### src/rtl/bgm_pkg.sv
// Shared types and constant tables for the background-music sequencer:
// state encoding, note half-period ROM and the song step table.
package bgm_pkg;

  typedef enum logic [1:0] {
    IDLE,
    PLAY,
    PAUSE
  } state_t;

  localparam int unsigned NUM_NOTES = 22;

  // Half-period in 50 MHz clock cycles; index 0 is a rest.
  // 1..7 = C4..B4, 8..14 = C5..B5, 15..21 = C6..B6 (diatonic).
  localparam logic [16:0] HALF_PERIOD [NUM_NOTES] = '{
    17'd0,
    17'd95556, 17'd85132, 17'd75843, 17'd71586, 17'd63776, 17'd56818, 17'd50619,
    17'd47778, 17'd42566, 17'd37921, 17'd35793, 17'd31888, 17'd28409, 17'd25310,
    17'd23889, 17'd21283, 17'd18961, 17'd17897, 17'd15944, 17'd14205, 17'd12655
  };

  // Song table: one note index per step.
  localparam logic [4:0] SONG [64] = '{
    5'd6,  5'd8,  5'd0,  5'd15, 5'd5,  5'd5,  5'd6,  5'd6,
    5'd8,  5'd8,  5'd6,  5'd0,  5'd4,  5'd4,  5'd3,  5'd3,
    5'd2,  5'd2,  5'd1,  5'd0,  5'd5,  5'd5,  5'd4,  5'd4,
    5'd3,  5'd3,  5'd2,  5'd0,  5'd5,  5'd5,  5'd4,  5'd4,
    5'd3,  5'd3,  5'd2,  5'd0,  5'd1,  5'd1,  5'd5,  5'd5,
    5'd6,  5'd6,  5'd5,  5'd0,  5'd4,  5'd4,  5'd3,  5'd3,
    5'd2,  5'd2,  5'd1,  5'd0,  5'd8,  5'd10, 5'd12, 5'd15,
    5'd12, 5'd10, 5'd8,  5'd0,  5'd15, 5'd19, 5'd21, 5'd0
  };

  // Unknown note indices behave as rests.
  function automatic logic [16:0] half_period(input logic [7:0] note);
    if (note < 8'(NUM_NOTES)) begin
      return HALF_PERIOD[note[4:0]];
    end
    return '0;
  endfunction

  function automatic logic [4:0] song_at(input logic [5:0] idx);
    return SONG[idx];
  endfunction

endpackage

### src/rtl/bgm_tone_gen.sv
// Square-wave generator: counts a half-period down and toggles the level.
// hp is sampled on every reload (explicit or at each toggle), so a change
// of hp never shortens the half-cycle already in progress.
module bgm_tone_gen
  import bgm_pkg::*;
#(
  parameter int W = 17
) (
  input  logic         clk,
  input  logic         reset,
  input  logic [W-1:0] hp,
  input  logic         enable,
  input  logic         reload,
  output logic         level
);

  logic [W-1:0] cnt;
  logic         active;

  // Half-period down-counter with level toggle; hp==0 parks the level at 0.
  always_ff @(posedge clk or posedge reset) begin
    if (reset) begin
      cnt    <= '0;
      level  <= 1'b0;
      active <= 1'b0;
    end else if (reload) begin
      level  <= 1'b0;
      active <= (hp != '0);
      cnt    <= (hp != '0) ? hp - 1'b1 : '0;
    end else if (enable && active) begin
      if (cnt == '0) begin
        if (hp == '0) begin
          active <= 1'b0;
          level  <= 1'b0;
          cnt    <= '0;
        end else begin
          level <= ~level;
          cnt   <= hp - 1'b1;
        end
      end else begin
        cnt <= cnt - 1'b1;
      end
    end
  end

endmodule

### src/rtl/bgm_sequencer.sv
// Background-music sequencer: steps through the song table at a fixed
// tempo and drives a square-wave tone for the current note.
module bgm_sequencer
  import bgm_pkg::*;
#(
  parameter int STEP_CYCLES = 12500000,
  parameter int SONG_LEN    = 64,
  parameter int ADDR_W      = 6,
  parameter int NOTE_W      = 5,
  parameter int PERIOD_W    = 17
) (
  input  logic              clk,
  input  logic              reset,
  input  logic              start,
  input  logic              stop,
  input  logic              pause,
  input  logic              loop_en,
  input  logic              oct_up,
  input  logic              mute,
  output logic              audio_out,
  output logic              playing,
  output logic [ADDR_W-1:0] step_idx,
  output logic [NOTE_W-1:0] cur_note,
  output logic              done
);

  localparam int TW = (STEP_CYCLES > 1) ? $clog2(STEP_CYCLES) : 1;
  localparam logic [TW-1:0]     T_LAST    = TW'(STEP_CYCLES - 1);
  localparam logic [ADDR_W-1:0] LAST_STEP = ADDR_W'(SONG_LEN - 1);

  function automatic logic [NOTE_W-1:0] song_note(input logic [ADDR_W-1:0] i);
    return NOTE_W'(song_at(6'(i)));
  endfunction

  state_t              state, state_n;
  logic [TW-1:0]       timer, timer_n;
  logic [ADDR_W-1:0]   step_n;
  logic [NOTE_W-1:0]   note_n, load_note, first_note;
  logic                done_n, reload, tick, tone_level;
  logic [PERIOD_W-1:0] hp;

  assign first_note = song_note('0);
  assign tick       = (state == PLAY) && (timer == T_LAST);

  // State, step timer, step index and note registers.
  always_ff @(posedge clk or posedge reset) begin
    if (reset) begin
      state    <= IDLE;
      timer    <= '0;
      step_idx <= '0;
      cur_note <= '0;
      done     <= 1'b0;
    end else begin
      state    <= state_n;
      timer    <= timer_n;
      step_idx <= step_n;
      cur_note <= note_n;
      done     <= done_n;
    end
  end

  // Next-state logic: stop > start > pause; step advance on timer tick.
  always_comb begin
    state_n   = state;
    timer_n   = timer;
    step_n    = step_idx;
    note_n    = cur_note;
    done_n    = 1'b0;
    reload    = 1'b0;
    load_note = cur_note;
    if (state != IDLE && stop) begin
      state_n = IDLE;
      timer_n = '0;
      step_n  = '0;
      note_n  = '0;
    end else if (start) begin
      // Start from IDLE and restart while playing share this path.
      state_n   = PLAY;
      timer_n   = '0;
      step_n    = '0;
      note_n    = first_note;
      reload    = 1'b1;
      load_note = first_note;
    end else if (state == PLAY) begin
      if (pause) state_n = PAUSE;
      timer_n = tick ? '0 : timer + 1'b1;
      if (tick) begin
        if (step_idx == LAST_STEP) begin
          if (loop_en) begin
            step_n    = '0;
            note_n    = first_note;
            reload    = 1'b1;
            load_note = first_note;
          end else begin
            state_n = IDLE;
            done_n  = 1'b1;
            step_n  = '0;
            note_n  = '0;
            timer_n = '0;
          end
        end else begin
          step_n    = step_idx + 1'b1;
          note_n    = song_note(step_idx + 1'b1);
          reload    = 1'b1;
          load_note = note_n;
        end
      end
    end else if (state == PAUSE && !pause) begin
      state_n = PLAY;
    end
  end

  // Half-period for the note being loaded on a reload, else the sounding one.
  always_comb begin
    hp = PERIOD_W'(half_period(8'(reload ? load_note : cur_note)) >> oct_up);
  end

  bgm_tone_gen #(.W(PERIOD_W)) u_tone (
    .clk    (clk),
    .reset  (reset),
    .hp     (hp),
    .enable (state == PLAY),
    .reload (reload),
    .level  (tone_level)
  );

  assign playing   = (state != IDLE);
  assign audio_out = tone_level & (state == PLAY) & ~mute;

endmodule

### config.mk
export PLATFORM = sky130hd
export DESIGN_NAME = bgm_sequencer
export DESIGN_NICKNAME = d
export VERILOG_FILES = /design/src/rtl/bgm_pkg.sv /design/src/rtl/bgm_tone_gen.sv /design/src/rtl/bgm_sequencer.sv
export SDC_FILE = /design/constraint.sdc
export NUM_CORES = 1
export LEC_CHECK = 0
export ABC_AREA = 1
export CORE_MARGIN = 2
export CORE_UTILIZATION = 50
export DETAILED_ROUTE_END_ITERATION = 10
export PLACE_DENSITY = 0.68
export SETUP_SLACK_MARGIN = 0.1
export SKIP_CTS_REPAIR_TIMING = 1
export SLEW_MARGIN = 20
export SYNTH_ARGS = -nofsm -noshare
export SYNTH_HDL_FRONTEND = slang
export SYNTH_HIERARCHICAL = 1
export SYNTH_SLANG_ARGS = --single-unit
### constraint.sdc
create_clock -name clk -period 11.3 [get_ports clk]
set_clock_uncertainty 0.15 [all_clocks]
set_input_delay 2.26 -clock clk [delete_from_list [all_inputs] [get_ports clk]]
set_output_delay 2.26 -clock clk [all_outputs]
set_load 0.005 [all_outputs]
==> results.txt, run 1 <==
- The analysis attributes to cell leakage a power of 2.98 nW.
- Number of flip-flops and latches in the synthesized netlist: 57
- The number of antenna diodes in the final layout is 0.
- The count of cells in the finished layout, fillers not included, comes to 1044.
* Most common cell in the synthesized netlist: nand2_1
- Clock sink count: 57
* CTS Root Cell: clkbuf_8
* Final HPWL from detailed placement: 10900 um
- Count of flip-flops with a built-in enable after synthesis: 0
* Shortest clock period the worst path allows after layout: 6.26 ns
- The analysis attributes to net switching a power of 0.492 mW.
- Final setup violating endpoints: 0
* Total of warnings raised by yosys: 6
- Max-capacitance violation count: 0
* Area of the die: 12100 sq um
- TritonCTS built the clock tree.
- Buffers placed on the I/O ports in this run total 21.
- Starting utilization of the core area: 51.4%
* P_int: 0.545 mW
- Largest net degree at the start of global routing: 39
* Worst Path Required: 11.39 ns
* Initial antenna violation count: 0
- The worst-case IR drop observed on VDD is 110 uV.
- No sink is reached through more buffers than the 2 on the longest clock path.
- The clock reaches the later pin of the worst-skew pair after 0.35 ns.
* Routed WL per cell: 13.9 um
* Total wirelength of the detailed-routed design: 14600 um
- Result of the run: completed
- Area growth from synthesis to layout: 8.52%
* GRT Overall Usage: 25.7%
* Io pins: 22
- After clock tree synthesis, the clock-pin slew on the worst setup and hold paths is 0.07 ns.
- For this run, the leading register cell type out of synthesis is dfrtp_1.
- TritonCTS created 9 clock buffers.
* Cell type with the largest total area after synthesis: dfrtp_1
- Critical path peak fanout: 11
- Final-stage net count: 930
* Data arrival time of the critical path: 6.35 ns
* Worst-case hold slack: 0.341 ns
- CP endpoint kind: register
* Unique masters post-synth: 47
* Total area of multi-input combinational cells: 3630 sq um
- Htree depth: 3
- At the pin with the least slew margin, the transition time is 0.958 ns.
- Based on the critical path, the design can be clocked at up to 0.160 GHz.
- Share of layout cells above drive strength 1: 10.5%
- The first global-routing pass estimated 24800 um of wire.
- Die width: 110 um
* Top area cells in the synthesized netlist: dfrtp_1, nand2_1, nand3_1, nor2_1, inv_1
- After synthesis, the most frequently instantiated cells are nand2_1, nand3_1, nor2_1.
* Number of placed instances, taps included: 1028
- Post-synthesis cell area: 5600 sq um
- Grt ovf: 0
- Total power draw: 1.04 mW
- The worst pin sits at a relative slew slack of 36.1%.
- The floorplan step defined a core boundary enclosing 10900 sq um.
- The final number of max-transition violations is 0.
* Synthesized instance count: 886
- Once layout is complete, the utilization of the core stands at 55.8%.
- In the synthesized netlist the async set-or-reset flop fraction comes to 100%.
- Summing all flip-flop and latch instances after layout gives 1430 sq um.
- Path type of the worst setup path: primary input to register
* Die H: 110 um
- Final routed DRC violation total: 0
- Per report_power, the clock group accounts for 21.2% of the total.
* Type of the worst min-delay path: register to register
- Post-synth net total: 917
- The hold violation count in the final report came to 0.
- The detail route stage leaves a number of antenna-violating nets equal to 0.
- Setup repair after global routing left no endpoint under its margin.
- Net switching is 47.5% of the power.
- Vias in the first global route: 5387
- In this run, flip-flops and latches consume 28.1% of the power.
- The initialized floorplan defines 38 standard-cell rows.
* Routability congestion estimate from global placement: 0.976
- Filler cell count in the final layout: 1110
- Area share of the largest cell type after synthesis: 25.5%
- Each instance of the synthesized netlist takes up on average 6.32 sq um.
* Final worst-path cycle share: 55.4%
- Dividing total power by cell area gives a power density of 171 nW/um^2.
- Sequential elements use 25.5% of the synthesized area.
- The first detailed-routing pass ran for 5 iterations.
- STA classifies the critical path startpoint as a primary input.
* Initial drt markers: 403
- Gate power share: 50.7%
- Post-DR vias/cell: 5.50
- For the final routed database, the setup TNS stands at 0 ns.
- Via total after detailed routing: 5743
## power by group through the flow
| stage | Sequential, mW | Combinational [mW] | Clock, mW |
|---|---|---|---|
| global placement | 0.292 | 0.514 | 0 |
| detailed placement | 0.294 | 0.518 | 0 |
| global route | 0.297 | 0.596 | 0.234 |
| finish | 0.292 | 0.526 | 0.220 |
| floorplan | 0.281 | 0.415 | 0 |
| CTS | 0.291 | 0.520 | 0.225 |
## cells in the final DEF, fill, tap and decap left out, types with 4 or more instances in the layout
| cell | count |
|---|---|
| clkdlybuf4s50_1 | 21 |
| nor2_2 | 16 |
| nor2_1 | 97 |
| nor3_1 | 15 |
| nand3_1 | 113 |
| o22ai_1 | 7 |
| nand4_1 | 18 |
| xnor2_1 | 9 |
| a21oi_1 | 22 |
| ha_1 | 23 |
| nor2_4 | 5 |
| inv_1 | 89 |
| clkbuf_8 | 9 |
| dfrtp_1 | 57 |
| nand2_1 | 278 |
| nand3_2 | 4 |
| o21ai_0 | 17 |
| inv_2 | 12 |
| xor2_1 | 13 |
| nand2_2 | 21 |
| o21ai_1 | 8 |
| nand2_4 | 8 |
## worst max-delay path: stages
cell	delay [ns]
clkdlybuf4s50_1	0.61
inv_1	0.10
nor2_1	0.29
inv_1	0.10
nand2_1	0.24
nor2_1	0.09
a21oi_1	0.40
ha_1	0.33
inv_1	0.10
nand2_1	0.12
nand3_1	0.11
nand3_1	0.13
nand3_1	0.14
nand2_1	0.13
nor2_1	0.17
nand2_1	0.10
nor2_2	0.16
nand3_2	0.25
nand2_4	0.19
inv_2	0.06
nand2_1	0.06
nand3_1	0.06
nand2_1	0.09
inv_1	0.04
## path summary, 6_finish.rpt
check                         startpoint        endpoint  slack [ns]  cells after the start
min reg2reg                u_tone/active   u_tone/active        0.34                      2
max                                start  u_tone/cnt[14]        5.04                     24
min in group asynchronous          reset       timer[23]        2.22                      3
min                        u_tone/active   u_tone/active        0.34                      2
max reg2reg                  step_idx[0]  u_tone/cnt[14]        6.42                     26
max in group asynchronous          reset  u_tone/cnt[14]        8.26                      2
## stage by stage
| stage | worst slack (ns) | instance area (sq um) |
|---|---|---|
| after detailed placement | 4.77 | 5850 |
| after CTS | 5.13 | 6070 |
| final | 5.04 | 6070 |
| after global routing | 4.70 | 6070 |
| after floorplan | 6.04 | 5600 |
| after global placement | 4.94 | 5850 |
## routing by layer
metal	share of wire [%]	GRT usage, %	wire [um]
met2	47	41.3	6820
met1	47	35.4	6860
met5	0	0	0
met3	4.6	4.39	676
met4	1.4	7.41	202
## layout make-up
cell class | instances | share of cell area (%)
clock buffer | 9 | 2.04
clock inverter | 7 | 1.67
inverter | 103 | 6.41
multi-input combinational | 705 | 59.8
sequential | 57 | 23.5
tap | 140 | 2.88
timing repair buffer | 23 | 3.71
## flip-flops by register name (all words and copies together), names as in the netlist
| register | count |
|---|---|
| cur_note | 5 |
| done | 1 |
| state | 2 |
| step_idx | 6 |
| timer | 24 |
| u_tone/active | 1 |
| u_tone/cnt | 17 |
| u_tone/level | 1 |
## kinds of logic (layout without fill, tap and decap cells)
kind of cell / after synthesis / in the layout / synth area share, %
fa+ha+maj: 23 / 23 / 5.14
xor+xnor: 22 / 22 / 3.44
simple gates: 588 / 588 / 47.9
compound gates: 72 / 72 / 8.34
flops: 57 / 57 / 25.5
buf+inv: 124 / 142 / 9.66
Note: power is estimated with default switching activity, not from simulation.
==> run 2, diff against run 1 <==
--- a/config.mk
+++ b/config.mk
@@ -9,7 +9,7 @@
 export CORE_MARGIN = 2
 export CORE_UTILIZATION = 50
 export DETAILED_ROUTE_END_ITERATION = 10
-export PLACE_DENSITY = 0.68
+export PLACE_DENSITY = 0.7
 export SETUP_SLACK_MARGIN = 0.1
 export SKIP_CTS_REPAIR_TIMING = 1
 export SLEW_MARGIN = 20
==> constraint.sdc (replaced) <==
create_clock -name clk -period 5.3 [get_ports clk]
set_clock_uncertainty 0.15 [all_clocks]
set_input_delay 1.06 -clock clk [delete_from_list [all_inputs] [get_ports clk]]
set_output_delay 1.06 -clock clk [all_outputs]
set_load 0.005 [all_outputs]
==> run 2 against run 1 <==
- global-route usage fell by 0.65 points
- non-clock buffer count rose by 7
- core utilization rose by 0.63 points
- critical path depth fell by 5
- total power rose by 120%
- largest power group unchanged
==> results.txt, run 2 (same netlist as run 1, synthesis figures left out) <==
- Result of the run: completed (unchanged)
- Starting utilization of the core area: 51.4% (unchanged)
* Met1 demand-to-capacity share in global routing: 37.1% (was 35.4%)
- The via count of the first global-routing pass came to 5131 (was 5387).
- Unrepaired setup endpoints after global routing: false (unchanged)
- Final core occ: 56.4% (was 55.8%)
* Share of layout cells above drive strength 1: 11.0% (was 10.5%)
* Static leakage power: 3.03 nW (was 2.98 nW)
- The portion of total power attributed to combinational logic came to 49.8% (was 50.7%).
- Initial antenna violation count: 0 (unchanged)
- The area added between synthesis and finish is 9.75% (was 8.52%).
* Die width: 110 um (unchanged)
* P_int: 1.22 mW (was 0.545 mW)
- The maximum VDD drop was 176 uV (was 110 uV).
- Number of routed nets with antenna violations: 0 (unchanged)
* Peak per-stage delay on the critical path: 0.63 ns (was 0.61 ns)
- Grt ovf: 0 (unchanged)
- The count of pins on the block boundary is 22 (unchanged).
- The relative max-transition margin came to 45.5% (was 36.1%).
* Post-DR vias/cell: 5.31 (was 5.50)
- The count of final setup violators was 0 (unchanged).
* Via total after detailed routing: 5585 (was 5743)
* Launching element type of the critical path: primary input (unchanged)
- Number of buffers on the longest clock path: 2 (unchanged)
* Path type of the worst setup path: primary input to register (unchanged)
- The initial DRC count is 341 (was 403).
* Worst Path Required: 5.43 ns (was 11.39 ns)
* Shortest clock period the worst path allows after layout: 4.70 ns
* Routability congestion estimate from global placement: 0.942 (was 0.976)
* Leading cell types in the layout, fill and taps excluded: nand2_1, nand3_1, nor2_1 (unchanged)
- CP endpoint kind: register (unchanged)
- The kind of cell with the highest combined delay on the critical path is simple AND/OR/NAND/NOR gates (unchanged).
* Slew at the pin closest to its max-slew limit: 0.816 ns (was 0.958 ns)
* Number of I/O port buffers: 21 (unchanged)
- Core Box Area: 10900 sq um (unchanged)
- The post-route setup TNS came to 0 ns (unchanged).
* Switching power share of the total: 45.5% (was 47.5%)
* Routed WL per cell: 13.3 um (was 13.9 um)
* CTS tree: yes (unchanged)
* Power dissipated by switching net loads: 1.02 mW (was 0.492 mW)
- The root buffer selected by CTS is clkbuf_8 (unchanged).
- Total wirelength of the detailed-routed design: 13900 um (was 14600 um)
- The type of the most critical hold path is register to register (unchanged).
* Final hold violation count: 0 (unchanged)
- Buffer and inverter count on the worst path: 4 (was 6)
- First-pass GRT wire length: 24300 um (was 24800 um)
* Cell chain of the critical path: clkdlybuf4s50_1, inv_1, nor2_1, inv_1, nand3_1, nand2_2, inv_1, nand3_1, nand3_1, nand2_1, nand3_1, nand2_1, nor2_1, nand2_1, nor2_2, nand3b_1, a21oi_1, nor2_1, nor2_1 (was clkdlybuf4s50_1, inv_1, nor2_1, inv_1, nand2_1, nor2_1, a21oi_1, ha_1, inv_1, nand2_1, nand3_1, nand3_1, nand3_1, nand2_1, nor2_1, nand2_1, nor2_2, nand3_2, nand2_4, inv_2, nand2_1, nand3_1, nand2_1, inv_1)
- Final-stage net count: 937 (was 930)
- The number of clock buffers inserted by TritonCTS came to 9 (unchanged).
- Power per standard cell area: 366 nW/um^2 (was 171 nW/um^2)
- The slowest cell on the critical path is clkdlybuf4s50_1 (unchanged).
- Top reg by flops: timer (unchanged)
- Registers with the highest flip-flop counts: timer x24, u_tone/cnt x17, step_idx x6 (unchanged).
* Final HPWL from detailed placement: 10300 um (was 10900 um)
* Most common library cell in the layout ignoring fill and taps: nand2_1 (unchanged)
* Clock power share: 22.7% (was 21.2%)
* Antenna cells: 0 (unchanged)
- The arrival time at the worst endpoint is 4.83 ns (was 6.35 ns).
* Final worst-path cycle share: 88.7%
* Max-capacitance violation count: 0 (unchanged)
* GRT Overall Usage: 25.1% (was 25.7%)
- The flip-flop count of the largest register, all copies and words added came to 24 (unchanged).
- Clk Latency, worst-skew pair: 0.35 ns (about the same)
- The met3 track demand over resource was 4.27% (was 4.39%).
- The site row count was 38 (unchanged).
* Clock sink count: 57 (unchanged)
- Sequential share of power: 27.4% (was 28.1%)
- The final number of max-transition violations was 0 (unchanged).
* Critical path peak fanout: 20 (was 11)
* Htree depth: 3 (unchanged)
* Peak clock frequency supported by timing: 0.213 GHz
- The met2 global-route usage was 37.1% (was 41.3%).
* Detailed Routing Iterations Pass 1: 5 (unchanged)
- The post-detailed-route DRC marker count came to 0 (unchanged).
* Largest net degree at the start of global routing: 39 (unchanged)
* Busiest layer in global routing: met2 (unchanged)
- Die H: 110 um (unchanged)
- Area of the die: 12100 sq um (unchanged)
* Clock transition at path regs: 0.07 ns (about the same)
-- run 2: cell types whose count changed in the layout (fill, tap and decap cells not counted) --
cell	previous run	this run
buf_4	2	9
inv_6	2	0
bufinv_16	2	3
clkbuf_1	0	1
clkbuf_8	9	10
clkinv_2	0	1
clkinv_4	1	0
clkinvlp_4	2	1
nor2_1	97	98
nor2_2	16	15
-- run 2: tightest hold or removal path: cells and delay by family, from the launching register on --
family           cells  cell delay, ns
AND/OR/NAND/NOR      2            0.10
flip-flops           1            0.34
-- run 2: cell type report --
cell class	instances	area [sq um]
clock inverters	5	103
repair buffers	30	278
flip-flops and latches	57	1430
inverters	103	389
fillers	1098	4750
multi-input cells	705	3630
well taps	140	175
clock buffers	11	141
-- run 2: metrics by stage --
stage	instances	worst slack, ns	total power, mW	instance area, sq um	hold slack [ns]
final	1051	0.600	2.25	6140	0.331
after global routing	1051	0.199	2.45	6140	0.378
after CTS	1051	0.680	2.25	6140	0.334
after detailed placement	1035	0.326	1.72	5900	0.318
after global placement	1035	0.277	1.72	5900	0.306
after floorplan	886	1.24	1.48	5600	0.292
-- run 2: power groups by stage --
stage / registers, mW / clock network, mW / logic, mW
after floorplan: 0.599 / 0 / 0.885
after global placement: 0.621 / 0 / 1.10
after detailed placement: 0.623 / 0 / 1.10
after CTS: 0.615 / 0.520 / 1.11
after global routing: 0.628 / 0.538 / 1.29
final: 0.617 / 0.511 / 1.12
-- run 2: metal layers --
metal,vias to the layer above,routed length (um)
li1,2899,-
met1,2494,6940
met2,172,6030
met3,20,777
met4,0,174
met5,-,0
-- run 2: path summary, 6_finish.rpt --
kind                               start             end  slack [ns]  cells past startpoint
setup / recovery                   start  u_tone/cnt[15]        0.60                     19
setup reg to reg             step_idx[0]  u_tone/cnt[15]        0.66                     23
min in group asynchronous          reset       timer[17]        1.02                      3
max in group asynchronous          reset   u_tone/cnt[8]        3.47                      2
hold reg to reg            u_tone/active   u_tone/active        0.33                      2
hold / removal             u_tone/active   u_tone/active        0.33                      2
